### config.mk
export PLATFORM = sky130hd
export DESIGN_NAME = rgb_dither
export DESIGN_NICKNAME = d
export VERILOG_FILES = /design/src/rtl/rgb_dither.sv
export SDC_FILE = /design/constraint.sdc
export NUM_CORES = 1
export LEC_CHECK = 0
export BUFFER_PORTS_ARGS = -buffer_cell sky130_fd_sc_hd__buf_2
export CAP_MARGIN = 30
export CORE_AREA = 3 3 40 42
export CTS_CLUSTER_SIZE = 16
export DETAILED_ROUTE_END_ITERATION = 7
export DIE_AREA = 0 0 43 45
export HOLD_SLACK_MARGIN = 0.05
export PLACE_DENSITY = 0.63
export SYNTH_ARGS = -nofsm -noshare
export SYNTH_HDL_FRONTEND = slang
export SYNTH_SLANG_ARGS = --single-unit
### constraint.sdc
create_clock -name clk28 -period 1.28 [get_ports clk28]
set_input_delay 0.128 -clock clk28 [delete_from_list [all_inputs] [get_ports clk28]]
set_output_delay 0.128 -clock clk28 [all_outputs]
set_load 0.005 [all_outputs]
### src/rtl/rgb_dither.sv
// Colour-depth reducer with 2x2 ordered (Bayer) dither feeding the resistor-DAC pins.
// Define RGB_DITHER_FRAME_ROT_EN to rotate the pattern each frame (temporal dither).
module rgb_dither #(
  parameter int unsigned R_IN_W = 3,
  parameter int unsigned G_IN_W = 3,
  parameter int unsigned B_IN_W = 2,
  parameter int unsigned OUT_W  = 2
) (
  input  logic              clk28,
  input  logic              rst_n,
  input  logic              strobe,
  input  logic              up_en,
  input  logic              blank,
  input  logic              hsync,
  input  logic              vsync,
  input  logic [R_IN_W-1:0] r_i,
  input  logic [G_IN_W-1:0] g_i,
  input  logic [B_IN_W-1:0] b_i,
  output logic [OUT_W-1:0]  r_o,
  output logic [OUT_W-1:0]  g_o,
  output logic [OUT_W-1:0]  b_o
);

  localparam int unsigned TotW = R_IN_W + G_IN_W + B_IN_W;

  logic       hs_d_q, vs_d_q;
  logic       hs_rise, vs_rise;
  logic       pix_ph_q, line_ph_q;
  logic [1:0] frame_ph;
  logic [1:0] bayer, rank;

  assign hs_rise = hsync & ~hs_d_q;
  assign vs_rise = vsync & ~vs_d_q;

  always_ff @(posedge clk28 or negedge rst_n) begin
    if (!rst_n) begin
      hs_d_q    <= 1'b0;
      vs_d_q    <= 1'b0;
      pix_ph_q  <= 1'b0;
      line_ph_q <= 1'b0;
    end else begin
      hs_d_q <= hsync;
      vs_d_q <= vsync;
      if (hs_rise)     pix_ph_q <= 1'b0;
      else if (strobe) pix_ph_q <= ~pix_ph_q;
      if (vs_rise)      line_ph_q <= 1'b0;
      else if (hs_rise) line_ph_q <= ~line_ph_q;
    end
  end

`ifdef RGB_DITHER_FRAME_ROT_EN
  logic [1:0] frame_ph_q;

  always_ff @(posedge clk28 or negedge rst_n) begin
    if (!rst_n)       frame_ph_q <= 2'd0;
    else if (vs_rise) frame_ph_q <= frame_ph_q + 2'd1;
  end

  assign frame_ph = frame_ph_q;
`else
  assign frame_ph = 2'd0;
`endif

  always_comb begin
    bayer = 2'd0;
    unique case ({line_ph_q, pix_ph_q})
      2'b00: bayer = 2'd0;
      2'b01: bayer = 2'd2;
      2'b10: bayer = 2'd3;
      2'b11: bayer = 2'd1;
      default: bayer = 2'd0;
    endcase
  end

  // Wraps naturally mod 4.
  assign rank = bayer + frame_ph;

  logic [TotW-1:0]  in_all;
  logic [OUT_W-1:0] out_d [3];
  logic [OUT_W-1:0] out_q [3];

  assign in_all = {b_i, g_i, r_i};

  for (genvar c = 0; c < 3; c++) begin : g_ch
    localparam int W   = (c == 0) ? R_IN_W : (c == 1) ? G_IN_W : B_IN_W;
    localparam int Off = (c == 0) ? 0 : (c == 1) ? R_IN_W : R_IN_W + G_IN_W;
    localparam int D   = W - int'(OUT_W);

    logic [W-1:0]     in_c;
    logic [OUT_W-1:0] trunc;
    logic [OUT_W-1:0] dith;

    assign in_c = in_all[Off +: W];

    if (D <= 0) begin : g_rep
      // Replicate MSB-first so full-scale input maps to full-scale output.
      always_comb begin
        trunc = '0;
        for (int k = 0; k < int'(OUT_W); k++) begin
          trunc[OUT_W-1-k] = in_c[W-1-(k % W)];
        end
      end
      assign dith = trunc;
    end else begin : g_dith
      logic [1:0] fs;
      logic       bump;

      assign trunc = in_c[W-1:D];
      if (D == 1) begin : g_fs1
        assign fs = {in_c[0], 1'b0};
      end else begin : g_fsn
        assign fs = in_c[D-1:D-2];
      end
      // Saturate: an all-ones base is never bumped.
      assign bump = (fs > rank) && (trunc != {OUT_W{1'b1}});
      assign dith = trunc + OUT_W'(bump);
    end

    always_comb begin
      out_d[c] = '0;
      if (blank)      out_d[c] = '0;
      else if (up_en) out_d[c] = dith;
      else            out_d[c] = trunc;
    end
  end

  always_ff @(posedge clk28 or negedge rst_n) begin
    if (!rst_n) begin
      for (int c = 0; c < 3; c++) out_q[c] <= '0;
    end else begin
      for (int c = 0; c < 3; c++) out_q[c] <= out_d[c];
    end
  end

  assign r_o = out_q[0];
  assign g_o = out_q[1];
  assign b_o = out_q[2];

endmodule

==> results of run 1 <==
-- synth_stat cells --
cell	n	area, µm²
nor2b_4	1	13.8
dfrtp_1	10	250
a21oi_1	1	5.00
nor2b_1	2	12.5
inv_1	1	3.75
xnor2_1	3	26.3
and3_1	2	12.5
mux2i_1	2	20.0
nor2_1	5	18.8
xor2_1	2	17.5
ha_1	2	25.0
nand2_1	4	15.0
-- placed cells by master (no fill, tap or decap) --
master | Yosys | final
xnor2_2 | 0 | 1
nor2_1 | 5 | 5
mux2i_1 | 2 | 2
buf_2 | 0 | 20
nor2b_1 | 2 | 2
buf_4 | 0 | 2
xor2_1 | 2 | 2
inv_1 | 1 | 1
and3_1 | 2 | 2
dfrtp_1 | 10 | 10
clkbuf_4 | 0 | 3
nor2b_4 | 1 | 1
a21oi_1 | 1 | 1
dlygate4sd3_1 | 0 | 3
ha_1 | 2 | 2
clkbuf_8 | 0 | 1
xnor2_1 | 3 | 2
nand2_1 | 4 | 4
-- cell families (layout without fill, tap and decap cells) --
family,Yosys count,in the layout,share of synthesized area
adder cells (fa/ha/maj),2,2,0.0595
AND/OR/NAND/NOR,14,14,0.173
multiplexers,2,2,0.0476
buffers and inverters,1,30,0.00892
flip-flops,10,10,0.595
AO/OA/AOI/OAI,1,1,0.0119
XOR/XNOR,5,5,0.104
-- cell type report --
cell class,instances,share of cell area
timing repair buffer,25,0.231
sequential,10,0.398
clock buffer,4,0.0578
tap,15,0.0299
inverter,1,0.00598
multi-input combinational,24,0.277
-- repair_timing --
action                     4_1_cts  5_1_grt
setup endpoints to repair        2        4
hold buffers                     3        0
resized for setup                0        1
pin swaps                        3        1
hold endpoints to repair        12        0
-- registers in the layout, summed over array words and instances (netlist names) --
name       cells
hs_d_q         1
b_o            2
line_ph_q      1
g_o            2
pix_ph_q       1
r_o            2
vs_d_q         1
-- worst min-delay path by stage --
stage	endpoint	slack (ns)	cells after the start	start
floorplan	b_o[0]	-0.17	0	rst_n
global placement	hs_d_q	-0.005	1	rst_n
detailed placement	hs_d_q	-0.002	1	rst_n
CTS	b_o[1]	0.09	2	b_i[1]
global route	r_o[1]	0.11	2	blank
finish	b_o[1]	0.1	2	b_i[1]
-- power by group through the flow --
stage | Sequential (mW) | Combinational, mW | Clock, mW
2_1_floorplan | 0.375 | 0.0784 | 0
3_3_place_gp | 0.370 | 0.164 | 0
3_5_place_dp | 0.371 | 0.170 | 0
4_1_cts | 0.364 | 0.177 | 0.286
5_1_grt | 0.374 | 0.204 | 0.305
6_report | 0.369 | 0.181 | 0.276
-- metal layers --
| metal | up-vias | routed length, µm |
|---|---|---|
| li1 | 172 | - |
| met1 | 140 | 411 |
| met3 | 0 | 81 |
| met4 | 0 | 0 |
| met2 | 20 | 301 |
| met5 | - | 0 |
-- worst reg2reg max path, delay by kind of cell (launching register included) --
family / cells / cell delay (ns)
DFF: 1 / 0.41
adders and majority gates: 1 / 0.26
and+or+nand+nor: 2 / 0.22
xor gates and xnor gates: 1 / 0.15
muxes: 1 / 0.14
==> metrics.md, run 1 <==
| Metric | Value |
|---|---|
| Status | finished with violations |
| Setup tns final | -0.0177 ns |
| CTS tree | built |
| First-pass GRT wire length | between 1 and 1.5 mm |
| Clock latency on the worst-skew pair | 0.26 ns |
| Number of global-route vias before repair | around 320 |
| 1st-iter DRT viols | 2 |
| Clock sink count | 10 |
| Slew margin rel. | 0.852 |
| Initial antenna violation count | 0 |
| Flop pwr share | 0.447 |
| Post-DRT Antenna Nets | 0 |
| Cell Area, Synth | 420 µm² |
| Placed insts | 72 |
| Post-CTS setup buffer count | 0 |
| Met3 Use GR | 0.0398 |
| Crit path largest cell delay | a little over 0.4 ns |
| Switching pwr | 0.195 mW |
| FMAX | 0.771 GHz |
| Fin area | 628 µm² |
| Crit. End Element | flip-flop |
| Half-perimeter wire length after placement | around 660 µm |
| Port-buffer cells | 20 |
| Post-route minimum period | 1.30 ns |
| Crit path required time | 1.42 ns |
| Multi-input gate area | 174 µm² |
| # DRC | 0 |
| Worst hold path type | in -> reg |
| Arrival time worst endpoint | ~1.4 ns |
| CP Depth | 5 |
| YS warnings | 0 |
| Detailed-route vias per instance | 4.20 |
| Avg Inst Size Synth | 12.0 µm² |
| Fin util | 0.489 |
| Worst Setup Start Kind | flip-flop |
| DRT Wirelength | 795 µm |
| Ant diodes | 0 |
| Clk root buf | clkbuf_4 |
| Register bit total from synthesis | 10 |
| Comb power frac | 0.219 |
| Gpl congestion | 0.673 |
| Critical path class | reg -> reg |
| Critical Path Source | pix_ph_q |
| Worst path top cell family by delay | flip-flops |
| Reg-to-Reg Start | pix_ph_q |
| Syn Nets | 52 |
| Initial Util | 0.327 |
| M2 GR Usage | 0.126 |
| Overall Power | about 0.83 mW |
| Post-synthesis sequential area ratio | 0.595 |
| Reg2reg setup slack | -0.02 ns |
| Grt ovf | 0 |
| I/O Pins | 21 |
| Total GRT Usage | 0.0927 |
| Unrepaired setup endpoints after global routing | true |
| Largest net degree at the start of global routing | 11 |
| Sw Share | 0.236 |
| Num CTS Buffers | 3 |
| GR peak layer | met1 |
| Post-DR wirelength/cell | 10.1 µm |
| DP Worst Slack | -0.0132 ns |
| Failing checks | setup timing |
| Pint | 0.632 mW |
| Die width | about 43 µm |
| Synthesized instance count | 35 |
| Critical path destination | r_o[0] |
| Syn-to-layout area delta | 49.4% |
| Vias | 332 |
| Clock H-tree levels | 1 |
| Slew Viols, Final | 0 |
| Core ar. | 1280 µm² |
| Die H | ~45 µm |
| Dpl cell area | 554 µm² |
| Layout cells sized above 1 | 0.438 |
| Reg2Reg Depth | 5 |
| Final Hold Fails | 0 |
| Power per cell area | 1320 nW/µm² |
| Crit-path max FO | 2 |
| Reg clk slew, reported paths | ~0.07 ns |
| CP max stage cell | dfrtp_1 |
| Placement Rows | 13 |
| M1 GR Usage | 0.130 |
| Worst reg2reg path endpoint | r_o[0] |
| Hold WS | 0.0978 ns |
| NumNets Final | ~80 |
| Crit path buf inv count | 0 |
| Die area | approximately 1900 µm² |
| Worst Max-Slew Pin Slew | 0.221 ns |
| Fillers | 125 |
| Leak | 0.342 nW |
| Synth unique cells | 12 |
| Post-route insts no fill | 79 |
| Max cap viols | 0 |
| Max VDD drop | around 0.00064 V |
| CP Cell Sequence | xnor2_2 -> and3_1 -> ha_1 -> mux2i_1 -> nor2_1 |
| Sequential Area | 250 µm² |
| Power share of the clock group | 0.334 |
| Final Worst Setup Slack | -0.0177 ns |
| Worst-case clock buffer depth | 2 |
| Setup violators final | 1 |
| Clk_skew | 0.00653 ns |
| Part of the cycle the worst path needs | 1.01 |
| First-pass DRT Iterations | 3 |
Power figures use the tool's default switching activity.
==> run 2, diff against run 1 <==
--- a/config.mk
+++ b/config.mk
@@ -7,10 +7,10 @@
 export LEC_CHECK = 0
 export BUFFER_PORTS_ARGS = -buffer_cell sky130_fd_sc_hd__buf_2
 export CAP_MARGIN = 30
-export CORE_AREA = 3 3 40 42
+export CORE_AREA = 2 2 39 41
 export CTS_CLUSTER_SIZE = 16
 export DETAILED_ROUTE_END_ITERATION = 7
-export DIE_AREA = 0 0 43 45
+export DIE_AREA = 0 0 41 43
 export HOLD_SLACK_MARGIN = 0.05
 export PLACE_DENSITY = 0.63
 export SYNTH_ARGS = -nofsm -noshare
==> run 2 against run 1 <==
- the flow still finishes with violations (setup timing)
- global-route usage rose by 1.2 points
- worst hold slack got worse by 0.0070 ns
- core utilization fell by 3.4 points
- cell count rose by 1.3%
- first-iteration DRC count fell by 100%
- clock skew barely moved
- flip-flop and latch count did not move
- via count fell by 0.90%
- clock-buffer cell count did not move
- wire length fell by 3.0%
- critical endpoint unchanged
==> metrics.md, run 2 (synthesis gave the netlist of run 1 again) <==
| Metric | Value |
|---|---|
| CP max stage cell | dfrtp_1 |
| Power per cell area | 1310 nW/µm² (-0.56%) |
| Max cap viols | 0 (unchanged) |
| I/O Pins | 21 (unchanged) |
| Grt ovf | 0 (unchanged) |
| Crit path largest cell delay | 0.41 ns (about the same) |
| Post-DRT Antenna Nets | 0 (unchanged) |
| Core ar. | 1380 µm² (+7.7%) |
| Syn-to-layout area delta | 49.7% |
| Port-buffer cells | 20 (unchanged) |
| Total GRT Usage | 0.105 (+0.0121) |
| Num CTS Buffers | 3 (unchanged) |
| Worst Max-Slew Pin Slew | 0.216 ns (-0.00512 ns) |
| Critical path class | reg -> reg |
| Vias | 329 (-0.90%) |
| Ant diodes | 0 (unchanged) |
| FMAX | 0.776 GHz (+0.73%) |
| Gpl congestion | 0.651 (-3.3%) |
| Detailed-route vias per instance | 4.11 (-2.1%) |
| Unrepaired setup endpoints after global routing | true |
| DRT Wirelength | 771 µm (-3.0%) |
| Initial antenna violation count | 0 (unchanged) |
| Initial Util | 0.304 (-0.0234) |
| Status | finished with violations |
| Clock latency on the worst-skew pair | 0.26 ns (about the same) |
| # DRC | 0 (unchanged) |
| Clk root buf | clkbuf_4 |
| Post-DR wirelength/cell | 9.64 µm (-4.2%) |
| Final Hold Fails | 0 (unchanged) |
| Slew margin rel. | 0.856 (+0.00341) |
| NumNets Final | 82 (unchanged) |
| Die width | 41 µm (-4.7%) |
| Crit. End Element | flip-flop |
| 1st-iter DRT viols | 0 (-2) |
| Setup violators final | 1 (unchanged) |
| Crit-path max FO | 2 (unchanged) |
| Clk_skew | 0.00605 ns (-0.000480 ns) |
| Largest net degree at the start of global routing | 11 (unchanged) |
| Final Worst Setup Slack | -0.00832 ns (+0.00942 ns) |
| Part of the cycle the worst path needs | 1.01 (-0.00736) |
| Worst Setup Start Kind | flip-flop |
| Die H | 43 µm (-4.4%) |
| Worst-case clock buffer depth | 2 (unchanged) |
| First-pass DRT Iterations | 1 (-2) |
| CP Cell Sequence | xnor2_2 -> and3_1 -> ha_1 -> mux2i_1 -> nor2_1 |
| Post-route insts no fill | 80 (+1.3%) |
| Placement Rows | 14 (+1) |
| Crit path required time | 1.43 ns (about the same) |
| Max VDD drop | 0.000538 V (-16%) |
| Reg clk slew, reported paths | 0.06 ns (about the same) |
| Number of global-route vias before repair | 296 (-8.6%) |
| First-pass GRT wire length | 1.14 mm (-14%) |
| Placed insts | 73 (+1.4%) |
| Leak | 0.342 nW (-0.20%) |
| Die area | 1760 µm² (-8.9%) |
| Arrival time worst endpoint | 1.44 ns (about the same) |
| Layout cells sized above 1 | 0.438 (unchanged) |
| Slew Viols, Final | 0 (unchanged) |
| Failing checks | setup timing |
| Most frequent cells in the layout | buf_2 (20), dfrtp_1 (10), nor2_1 (5) |
| Commonest non-fill, non-tap cell in the layout | buf_2 |
| Overall Power | 0.823 mW (-0.36%) |
| Clock sink count | 10 (unchanged) |
| CTS tree | built |
| Worst hold path type | in -> reg |
| Half-perimeter wire length after placement | 620 µm (-5.4%) |
| Post-route minimum period | 1.29 ns (-0.00942 ns) |
| Clock H-tree levels | 1 (unchanged) |
[run 2: cell counts in the layout (fill, tap and decap cells not counted)]
No cell type changed its count.
[run 2: critical path: cells and delay by family (launching register included)]
kind | cells | cell delay (ns)
xor gates and xnor gates | 1 | 0.15
adders and majority gates | 1 | 0.26
DFF | 1 | 0.41
muxes | 1 | 0.14
and+or+nand+nor | 2 | 0.22
[run 2: path summary, 6_finish.rpt]
kind	cells after the start	slack, ns	start	end
worst max-delay path	5	-0.008	line_ph_q	r_o[0]
worst min-delay path	2	0.09	blank	g_o[1]
worst max register to register	5	-0.008	line_ph_q	r_o[0]
min in group asynchronous	2	0.25	rst_n	g_o[1]
worst min register to register	2	0.50	vs_d_q	line_ph_q
max in group asynchronous	2	0.84	rst_n	b_o[1]
[run 2: repair_timing]
action / in CTS / in global routing
hold endpoints to repair: 13 / 0
pin swaps: 3 / 3
hold buffers: 3 / 0
setup buffers: 0 / 0
endpoints found under the setup margin: 2 / 4
resized for setup: 0 / 1
[run 2: metrics by stage]
stage               setup TNS [ns]   util  hold slack [ns]  setup slack (ns)  cell area, µm²
floorplan                        0      -           -0.168            0.0788             420
global placement                 0  0.401         -0.00362            0.0281             556
detailed placement         -0.0233  0.401         -0.00674           -0.0155             556
CTS                        -0.0328  0.449           0.0876           -0.0174             622
global route                -0.249  0.455           0.0869           -0.0856             629
finish                    -0.00832  0.455           0.0908          -0.00832             629
[run 2: per-layer routing]
| layer | track usage | up-vias | part of all wire |
|---|---|---|---|
| li1 | - | 168 | - |
| met1 | 0.124 | 138 | 0.45 |
| met2 | 0.131 | 20 | 0.40 |
| met3 | 0.0314 | 3 | 0.11 |
| met4 | 0.120 | 0 | 0.032 |
| met5 | 0 | - | 0 |
[run 2: report_power, final]
group / total [mW] / switching, mW / internal [mW]
combinational: 0.181 / 0.0710 / 0.110
sequential: 0.369 / 0.0196 / 0.350
clock: 0.273 / 0.101 / 0.172
[run 2: final cells by class]
class	count	area, µm²
inverter	1	3.75
fill	137	754
timing repair buffer	25	145
multi-input combinational	24	174
clock buffer	4	36.3
tap	16	20.0
sequential	10	250
